[src/rtl/mips_pkg.sv]
`default_nettype none
// +----------------------------------------------------------------------+
// | mips_pkg                                                             |
// | Definitions shared by the MIPS core and its boot-time program        |
// | loader: instruction-memory geometry and the loader state encoding.   |
// | Revision: 1.0                                                        |
// +----------------------------------------------------------------------+
package mips_pkg;

  // Instruction-memory geometry, shared with the core's instruction memory.
  localparam int INST_DEPTH     = 1024;
  localparam int ADDR_WIDTH     = 10;

  // Instructions are assembled from this many stream bytes.
  localparam int BYTES_PER_WORD = 4;

  typedef enum logic [1:0] {
    LOAD  = 2'd0,
    WRITE = 2'd1,
    DONE  = 2'd2
  } loader_state_t;

endpackage
`default_nettype wire

[src/rtl/word_packer.sv]
`default_nettype none
// +----------------------------------------------------------------------+
// | word_packer                                                          |
// | Packs a byte stream into big-endian 32-bit words. The first byte of  |
// | a word lands in [31:24], the fourth in [7:0].                        |
// | Revision: 1.0                                                        |
// +----------------------------------------------------------------------+
// Ports:
//   clk        in   clock
//   rst        in   synchronous active-high reset
//   push       in   a byte is accepted this cycle
//   flush      in   the pushed byte ends the word early (final byte)
//   byte_in    in   byte being pushed
//   word_next  out  packed word including byte_in at the current index;
//                   bytes not yet received read as zero
//   word_full  out  the current index is the last byte of a word
module word_packer
  import mips_pkg::*;
(
  input  logic        clk,
  input  logic        rst,
  input  logic        push,
  input  logic        flush,
  input  logic [7:0]  byte_in,
  output logic [31:0] word_next,
  output logic        word_full
);

  logic [31:0] packer;
  logic [1:0]  byte_idx;

  // The packer is cleared after every word, so lanes not yet written are
  // already zero; that is what provides the zero fill on an early flush.
  always_comb begin
    word_next = packer;
    case (byte_idx)
      2'd0:    word_next[31:24] = byte_in;
      2'd1:    word_next[23:16] = byte_in;
      2'd2:    word_next[15:8]  = byte_in;
      default: word_next[7:0]   = byte_in;
    endcase
  end

  assign word_full = (byte_idx == 2'(BYTES_PER_WORD - 1));

  always_ff @(posedge clk) begin
    if (rst) begin
      packer   <= '0;
      byte_idx <= '0;
    end else if (push) begin
      if (flush || word_full) begin
        packer   <= '0;
        byte_idx <= '0;
      end else begin
        packer   <= word_next;
        byte_idx <= byte_idx + 2'd1;
      end
    end
  end

endmodule
`default_nettype wire

[src/rtl/inst_loader.sv]
`default_nettype none
// +----------------------------------------------------------------------+
// | inst_loader                                                          |
// | Boot-time program loader: accepts a byte stream over valid/ready,    |
// | packs big-endian words and writes them to instruction memory from    |
// | address 0 while holding the core in reset.                           |
// | Revision: 1.0                                                        |
// +----------------------------------------------------------------------+
// Ports:
//   clk         in   clock
//   rst         in   synchronous active-high reset
//   in_valid    in   byte present on in_byte
//   in_byte     in   stream byte
//   in_last     in   final byte of the program (qualified by in_valid)
//   in_ready    out  loader accepts a byte this cycle
//   mem_we      out  single-cycle instruction-memory write strobe
//   mem_addr    out  word address of the write
//   mem_wdata   out  word to write
//   core_rst    out  core reset, released once the load is done
//   done        out  load complete, sticky until rst
//   err         out  overflow or partial final word, sticky until rst
//   word_count  out  number of words written (saturates at INST_DEPTH)
module inst_loader #(
  parameter int INST_DEPTH = mips_pkg::INST_DEPTH,
  parameter int ADDR_WIDTH = mips_pkg::ADDR_WIDTH
) (
  input  logic                  clk,
  input  logic                  rst,
  input  logic                  in_valid,
  input  logic [7:0]            in_byte,
  input  logic                  in_last,
  output logic                  in_ready,
  output logic                  mem_we,
  output logic [ADDR_WIDTH-1:0] mem_addr,
  output logic [31:0]           mem_wdata,
  output logic                  core_rst,
  output logic                  done,
  output logic                  err,
  output logic [ADDR_WIDTH:0]   word_count
);

  localparam logic [ADDR_WIDTH:0] DEPTH_CNT = (ADDR_WIDTH + 1)'(INST_DEPTH);

  mips_pkg::loader_state_t state, state_next;

  logic        accept;
  logic        word_end;
  logic        overflow;
  logic        last_word;
  logic        word_full;
  logic [31:0] word_next;
  logic        ready_d;
  logic        we_d;
  logic        done_d;
  logic        core_rst_d;

  assign accept   = in_valid && in_ready;
  // A word closes on its fourth byte or on any byte flagged as last.
  assign word_end = accept && (word_full || in_last);
  assign overflow = (word_count == DEPTH_CNT);

  word_packer u_packer (
    .clk       (clk),
    .rst       (rst),
    .push      (accept),
    .flush     (in_last),
    .byte_in   (in_byte),
    .word_next (word_next),
    .word_full (word_full)
  );

  // State register
  always_ff @(posedge clk) begin
    if (rst) begin
      state <= mips_pkg::LOAD;
    end else begin
      state <= state_next;
    end
  end

  // Next-state logic. An overflowing word skips WRITE entirely so the
  // source keeps streaming at full rate and, on the last byte, the core
  // is released one cycle after that byte.
  always_comb begin
    state_next = state;
    case (state)
      mips_pkg::LOAD: begin
        if (word_end) begin
          if (overflow) begin
            state_next = in_last ? mips_pkg::DONE : mips_pkg::LOAD;
          end else begin
            state_next = mips_pkg::WRITE;
          end
        end
      end
      mips_pkg::WRITE: state_next = last_word ? mips_pkg::DONE : mips_pkg::LOAD;
      mips_pkg::DONE:  state_next = mips_pkg::DONE;
      default:         state_next = mips_pkg::LOAD;
    endcase
  end

  // Output logic: decoded from the next state so the flops below present
  // each state's outputs during the cycle that state is resident.
  always_comb begin
    ready_d    = (state_next == mips_pkg::LOAD);
    we_d       = (state_next == mips_pkg::WRITE);
    done_d     = (state_next == mips_pkg::DONE);
    core_rst_d = (state_next != mips_pkg::DONE);
  end

  // Registered outputs, word counter and memory-port registers
  always_ff @(posedge clk) begin
    if (rst) begin
      in_ready   <= 1'b0;
      mem_we     <= 1'b0;
      mem_addr   <= '0;
      mem_wdata  <= '0;
      core_rst   <= 1'b1;
      done       <= 1'b0;
      err        <= 1'b0;
      word_count <= '0;
      last_word  <= 1'b0;
    end else begin
      in_ready <= ready_d;
      mem_we   <= we_d;
      done     <= done_d;
      core_rst <= core_rst_d;

      if (word_end && !overflow) begin
        mem_addr  <= word_count[ADDR_WIDTH-1:0];
        mem_wdata <= word_next;
        last_word <= in_last;
      end

      // Partial final word (last flag before the fourth byte) or overflow.
      if (word_end && (overflow || (in_last && !word_full))) begin
        err <= 1'b1;
      end

      // WRITE is never entered at capacity; the guard keeps saturation
      // explicit.
      if ((state == mips_pkg::WRITE) && !overflow) begin
        word_count <= word_count + 1'b1;
      end
    end
  end

endmodule
`default_nettype wire

[config.mk]
export PLATFORM = sky130hd
export DESIGN_NAME = inst_loader
export DESIGN_NICKNAME = d
export VERILOG_FILES = /design/src/rtl/mips_pkg.sv /design/src/rtl/word_packer.sv /design/src/rtl/inst_loader.sv
export SDC_FILE = /design/constraint.sdc
export NUM_CORES = 1
export LEC_CHECK = 0
export CAP_MARGIN = 5
export CELL_PAD_IN_SITES_DETAIL_PLACEMENT = 1
export CELL_PAD_IN_SITES_GLOBAL_PLACEMENT = 1
export CORE_MARGIN = 5
export CORE_UTILIZATION = 46
export CTS_BUF_LIST = sky130_fd_sc_hd__clkbuf_4
export DETAILED_ROUTE_END_ITERATION = 10
export PLACE_DENSITY = 0.9
export RECOVER_POWER = 100
export SLEW_MARGIN = 10
export SYNTH_ARGS = -nofsm -noshare
export SYNTH_HDL_FRONTEND = slang
export SYNTH_HIERARCHICAL = 1
export SYNTH_SLANG_ARGS = --single-unit
[constraint.sdc]
create_clock -name clk -period 2.5 [get_ports clk]
set_input_delay 0.5 -clock clk [delete_from_list [all_inputs] [get_ports clk]]
set_output_delay 0.5 -clock clk [all_outputs]
set_load 0.03 [all_outputs]
==> summary.txt, run 1 <==
Dominant synthesized flop cell: dfxtp_1
H-Tree Level Count: 3
CTS Hold Bufs: 0
GRT Residual Overflow: 0
Core Area: 8680 sq um
Layout cells sized above 1: 13.7%
Post-CTS repair timing setup buffer count: 0
Synth top area cells: dfxtp_1 (47%), mux2_2 (9.4%), mux2i_1 (9.4%)
Post-synthesis mux area share: 19.1%
Die area: 10800 sq um
Crit-path cells: dlygate4sd3_1
Top cell type's share of synthesized area: 46.8%
Netlist Area Pre-Place: 4060 sq um
HPWL after DPL: 7280 um
Total number of vias: 3211
Async S/R FF share, synth: 0%
GRT Util Overall: 19.6%
Initial DRT Pass Iterations: 5
F_max: 441 MHz
Fill count: 976
Stages on worst setup path: 1
Largest net degree at the start of global routing: 79
Final WS setup: 0.234 ns
Yosys warns: 6
Hold WC Path Type: reg -> reg
Initial DRC Count: 113
Power density over cell area: 529 nW/um^2
Routed WL: 10600 um
Vias per cell: 5.64
R2R Setup Slk: 0.29 ns
Max clock buf depth: 2
DRC: 0
Kind of end point of the critical path: output port
Total CTS buffers: 9
Worst r2r src: word_count[0]
Number of port buffers: 69
Worst path buffer plus inverter count: 1
Simple-gate area share of the yosys netlist: 15.6%
Clock latency on the worst-skew pair: 0.45 ns
Reg2Reg Depth: 5
Critical Path Fanout Max: 8
Power, Total: 2.60 mW
Slowest CP cell: dlygate4sd3_1
Non-Filler Instances: 569
Worst path required time: 2.00 ns
Final Util: 56.6%
Adder-cell area share of the yosys netlist: 1.85%
Seq/Total Area, Yosys: 46.8%
Lkg Pwr: 1.94 nW
Global placement routability congestion: 0.823
Vert. Die Dim: 104 um
Family with the most delay on the worst path: buffers and inverters
Layout overhead on the synthesized area: 20.8%
Max-slew headroom: 44.9%
Max-Cap Viols: 0
CP Capture Point: word_count[3]
Final max-slew violation count: 0
Wire length per cell: 18.6 um
CP max stage delay: 0.79 ns
CTS Root Cell: clkbuf_4
Layout Skew: 0.0296 ns
Syn nets: 413
Post-synth top cells: dfxtp_1 (95), nand2_1 (79), mux2i_1 (38), mux2_2 (34), a22o_1 (25)
Die width: 104 um
Synth Instances: 395
Setup TNS: 0 ns
Maximum VDD drop: 0.276 mV
Initial antenna violation count: 0
Routed Antenna Nets: 0
Crit path from: word_count[3]
Post-synth EDFFs: 0
Measured slew at the worst slew-check pin: 0.824 ns
Vias in the first global route: 3472
Dominant cell type by area after synthesis: dfxtp_1
R2R Path End: mem_addr[0]
Period utilisation layout: 90.6%
Final min period: 2.27 ns
Flops & latches, synth: 95
Largest family of logic cells by synthesized area: multiplexers
Synth unique cells: 44
Post-CTS Resized: 0
Most frequent cell after synthesis: dfxtp_1
Design area: 4910 sq um
Diodes inserted: 0
Hold Violations, Final: 0
Pre-CTS setup slack: 0.248 ns
Ports: 70
Placed instance count: 553
Global-route wire length before repair: 17800 um
Initial Util: 46.8%
Std-Cell Rows: 34
Hold WS: 0.459 ns
Clk pin slew, worst setup/hold paths: 0.17 ns
Area post-placement: 4800 sq um
Xor-xnor portion of the synthesized cell area: 0%
Startpoint types: flip-flop
Setup violations, final: 0
Fin nets: 474
Clk sink count: 95
CP arrival: 1.77 ns
RSZ-0062 raised after global routing: false
Compound-Gate Fraction of Synth Area: 11.3%
Critical path class: reg -> out
Status: finished, final reports clean
CTS tree: yes
Mean area per synthesized cell: 10.3 sq um
Hold_sp: mem_addr[5]
-- cells by family (layout without fill, tap and decap cells) --
| family | after synthesis | count (layout) |
|---|---|---|
| muxes | 73 | 73 |
| AOI/OAI and AO/OA | 59 | 59 |
| buffers and inverters | 36 | 102 |
| and+or+nand+nor | 126 | 126 |
| DFF | 95 | 95 |
| adders and majority gates | 6 | 6 |
-- layout make-up --
class                   instances  area [sq um]  area share, %
clock inverters                 7          71.3           1.45
flip-flops and latches         95          1900           38.7
well taps                     108           135           2.75
multi-input cells             264          1930           39.4
repair buffers                 76           762           15.5
clock buffers                   9          67.6           1.38
inverters                      10          37.5          0.765
-- worst reg2reg max path: stages, from the launching register on --
cell	delay, ns
dfxtp_1	0.39
inv_1	0.09
ha_1	0.14
nor4b_2	0.67
a31o_1	0.59
mux2i_1	0.28
-- sequential cells by signal, summed over array words and instances, names as in the netlist --
register and flops:
u_packer/byte_idx 2, done 1, mem_addr 10, mem_we 1, mem_wdata 32, core_rst 1, word_count 11, in_ready 1
last_word 1, state 2, err 1, u_packer/packer 32
-- report_power, final --
part	leakage (nW)	internal [mW]	switching, mW
clock network	0.0766	0.237	0.597
logic	1.09	0.0849	0.133
registers	0.767	1.53	0.0136
total	1.94	1.85	0.743
-- per-layer routing --
metal	track usage [%]	share of wire, %	up-vias
li1	-	-	1520
met1	24.0	44	1601
met2	35.5	52	78
met3	3.17	3.4	12
met4	5.00	1.1	0
met5	0	0	-
-- placed cells by master, fill, tap and decap left out, types with 2 or more instances in the layout --
master	Yosys	final
a21oi_1	8	8
a221oi_1	2	2
a22o_1	25	25
a31o_2	3	2
a32o_1	3	3
buf_12	2	2
buf_4	0	3
clkbuf_4	0	9
clkdlybuf4s50_1	0	11
dfxtp_1	95	95
dlygate4sd3_1	0	58
ha_1	6	6
inv_1	10	9
inv_6	0	4
mux2_1	1	2
mux2_2	34	33
mux2i_1	38	38
nand2_1	79	79
nand3_1	6	6
nand3b_1	2	2
nand4_1	2	2
nor2_1	7	7
nor2b_1	4	4
nor3_1	3	3
nor3b_1	8	8
o21ai_0	5	6
o31ai_1	3	3
or3_1	4	4
or4_1	2	2
-- worst min path at each step --
stage,to,depth (start not counted)
6_report,mem_addr[5],2
5_1_grt,mem_addr[5],2
4_1_cts,mem_addr[5],2
3_5_place_dp,mem_addr[5],2
3_3_place_gp,mem_wdata[23],2
2_1_floorplan,u_packer/packer[10],1
Note: power is estimated with default switching activity, not from simulation.
==> run 2, diff against run 1 <==
Settings changed: ABC_CLOCK_PERIOD_IN_PS set to 2500, SKIP_LAST_GASP set to 1.
==> results of run 2 <==
Final layout, timing and power as in run 1 (identical DEF).
==> run 3, diff against run 2 <==
Settings changed: CORE_MARGIN 5 to unset, CORE_UTILIZATION 46 to 44, CTS_BUF_LIST sky130_fd_sc_hd__clkbuf_4 to unset, PLACE_DENSITY 0.9 to unset, PLACE_DENSITY_LB_ADDON set to 0.1.
==> run 3 against run 2 <==
The run now ends with design-rule violations left. Non-clock buffer count increased by 3. Combinational power is essentially flat. Global-route usage up 1.8 points. Final cell count did not move. Clock power grew 3.4%. Die area down 11%. Sequential power barely moved. Final area increased by 0.43%. Routed wire length down 7.2%. Utilization fell by 0.85 points. Worst setup slack improved by 0.082 ns. Critical endpoint is now in_ready. Largest power group unchanged. Highest routed layer unchanged.
==> summary.txt, run 3 (synthesis results as in run 1) <==
Crit-path cells: inv_1 > ha_1 > nor4b_2 > a31oi_4 > buf_2 > o31ai_1
Clock latency on the worst-skew pair: 0.34 ns (-0.11 ns)
RSZ-0062 raised after global routing: false
Seq. cell area: 1900 sq um (unchanged)
Initial antenna violation count: 0 (unchanged)
Routed Antenna Nets: 0 (unchanged)
Die width: 98.1 um (-5.7%)
Total number of vias: 3140 (-2.2%)
H-Tree Level Count: 3 (unchanged)
Post-CTS Resized: 0 (unchanged)
Period utilisation layout: 87.4% (-3.3 points)
Post-CTS repair timing setup buffer count: 0 (unchanged)
Worst path required time: 2.76 ns (+0.76 ns)
CP Capture Point: in_ready
Initial Util: 45.9% (-0.90 points)
Layout Skew: 0.0102 ns (-0.0193 ns)
Critical path class: reg -> reg
CTS Hold Bufs: 0 (unchanged)
R2R Path End: in_ready
Hold Violations, Final: 0 (unchanged)
Vias per cell: 5.52 (-2.2%)
Clk sink count: 95 (unchanged)
R2R Setup Slk: 0.32 ns (+0.03 ns)
Pre-CTS setup slack: 0.277 ns (+0.0294 ns)
Slowest CP cell: nor4b_2
Routed WL: 9810 um (-7.2%)
Worst path buffer plus inverter count: 2 (+1)
Final WS setup: 0.316 ns (+0.0818 ns)
Vias in the first global route: 3326 (-4.2%)
CTS tree: yes
Fill count: 997 (+2.2%)
Layout overhead on the synthesized area: 21.3%
Number of port buffers: 69 (unchanged)
Max clock buf depth: 2 (unchanged)
F_max: 458 MHz (+3.7%)
CTS Root Cell: clkbuf_8
Setup violations, final: 0 (unchanged)
Commonest non-fill, non-tap cell in the layout: dfxtp_1
Multi-input gate area: 1930 sq um (unchanged)
Initial DRC Count: 128 (+13%)
Status: complete, but fails checks
Crit path from: word_count[0]
Vert. Die Dim: 98.1 um (-5.7%)
Family with the most delay on the worst path: simple AND/OR/NAND/NOR gates
Total CTS buffers: 9 (unchanged)
CP max stage delay: 0.67 ns (-0.12 ns)
Setup TNS: 0 ns (unchanged)
Layout cells sized above 1: 13.9% (+0.22 points)
HPWL after DPL: 6940 um (-4.7%)
GRT Residual Overflow: 0 (unchanged)
Commonest non-fill, non-tap cells in the layout: dfxtp_1 (95), nand2_1 (79), dlygate4sd3_1 (59), mux2i_1 (38), mux2_2 (34)
Critical Path Fanout Max: 20 (+12)
Lkg Pwr: 1.96 nW (+0.92%)
Hold WC Path Type: reg -> reg
Final min period: 2.18 ns (-0.0818 ns)
Violated checks: design-rule violations
Maximum VDD drop: 0.317 mV (+15%)
Kind of end point of the critical path: flip-flop
Worst r2r src: word_count[0]
DRC: 7 (+7)
Largest net degree at the start of global routing: 47 (-41%)
Global-route wire length before repair: 16600 um (-6.8%)
Max-Cap Viols: 0 (unchanged)
Largest registers: mem_wdata: 32 flops, u_packer/packer: 32 flops, word_count: 11 flops
GRT Util Overall: 21.4% (+1.8 points)
Final Util: 55.7% (-0.85 points)
Die area: 9620 sq um (-11%)
Final max-slew violation count: 0 (unchanged)
Wire length per cell: 17.2 um (-7.2%)
Measured slew at the worst slew-check pin: 0.829 ns (+0.00495 ns)
Global placement routability congestion: 0.745 (-9.5%)
Stages on worst setup path: 6 (+5)
Core Area: 8850 sq um (+2.0%)
Diodes inserted: 0 (unchanged)
Max-slew headroom: 44.6% (-0.33 points)
Std-Cell Rows: 34 (unchanged)
CP arrival: 2.44 ns (+0.67 ns)
Fin nets: 477 (+0.63%)
Clk pin slew, worst setup/hold paths: 0.09 ns (-0.08 ns)
Power, Total: 2.62 mW (+0.82%)
Reg2Reg Depth: 6 (+1)
Power density over cell area: 531 nW/um^2 (+0.39%)
Startpoint types: flip-flop
Initial DRT Pass Iterations: 7 (+2)
Ports: 70 (unchanged)
-- run 3: cell types whose count changed in the layout (fill, tap and decap cells not counted), sizes merged --
cell,change
buf,+3
clkbuf,+2
clkdlybuf4s50,-1
dlygate4sd3,+1
inv,-5
-- run 3: how the worst min path moves through the flow --
stage / startpoint / endpoint / depth (start not counted)
after floorplan: u_packer/packer[10] / u_packer/packer[10] / 1
after global placement: mem_wdata[13] / mem_wdata[13] / 2
after detailed placement: mem_wdata[16] / mem_wdata[16] / 2
after CTS: mem_wdata[16] / mem_wdata[16] / 2
after global routing: mem_wdata[26] / mem_wdata[26] / 2
final: mem_wdata[15] / mem_wdata[15] / 2
-- run 3: cell type report --
cell class | instances | share of cell area [%]
multi-input cells | 264 | 39.2
inverters | 10 | 0.761
repair buffers | 79 | 15.6
clock buffers | 11 | 2.87
clock inverters | 2 | 0.203
well taps | 108 | 2.74
flip-flops and latches | 95 | 38.6
-- run 3: through the flow --
| stage | hold slack, ns | std cells | area (sq um) |
|---|---|---|---|
| floorplan | 0.438 | 395 | 4060 |
| global placement | 0.442 | 556 | 4820 |
| detailed placement | 0.450 | 556 | 4820 |
| CTS | 0.462 | 569 | 4970 |
| global route | 0.484 | 569 | 4930 |
| finish | 0.454 | 569 | 4930 |
-- run 3: layer usage --
layer  track usage (%)  part of all wire (%)  up-vias
li1                  -                     -     1523
met2              36.8                    48       56
met1              27.6                    47     1551
met3              3.22                   3.1       10
met4              6.99                   1.1        0
met5                 0                     0        -
-- run 3: power breakdown --
part | internal (mW) | switching (mW) | leakage [nW]
clock | 0.371 | 0.491 | 0.0809
combinational | 0.0857 | 0.131 | 1.11
sequential | 1.53 | 0.0125 | 0.767
-- run 3: worst reg2reg max path: cells and delay by family (launching register included) --
family	cells	cell delay [ns]
AO/OA/AOI/OAI	2	0.47
flip-flops	1	0.36
buffers and inverters	2	0.46
AND/OR/NAND/NOR	1	0.67
adder cells (fa/ha/maj)	1	0.14
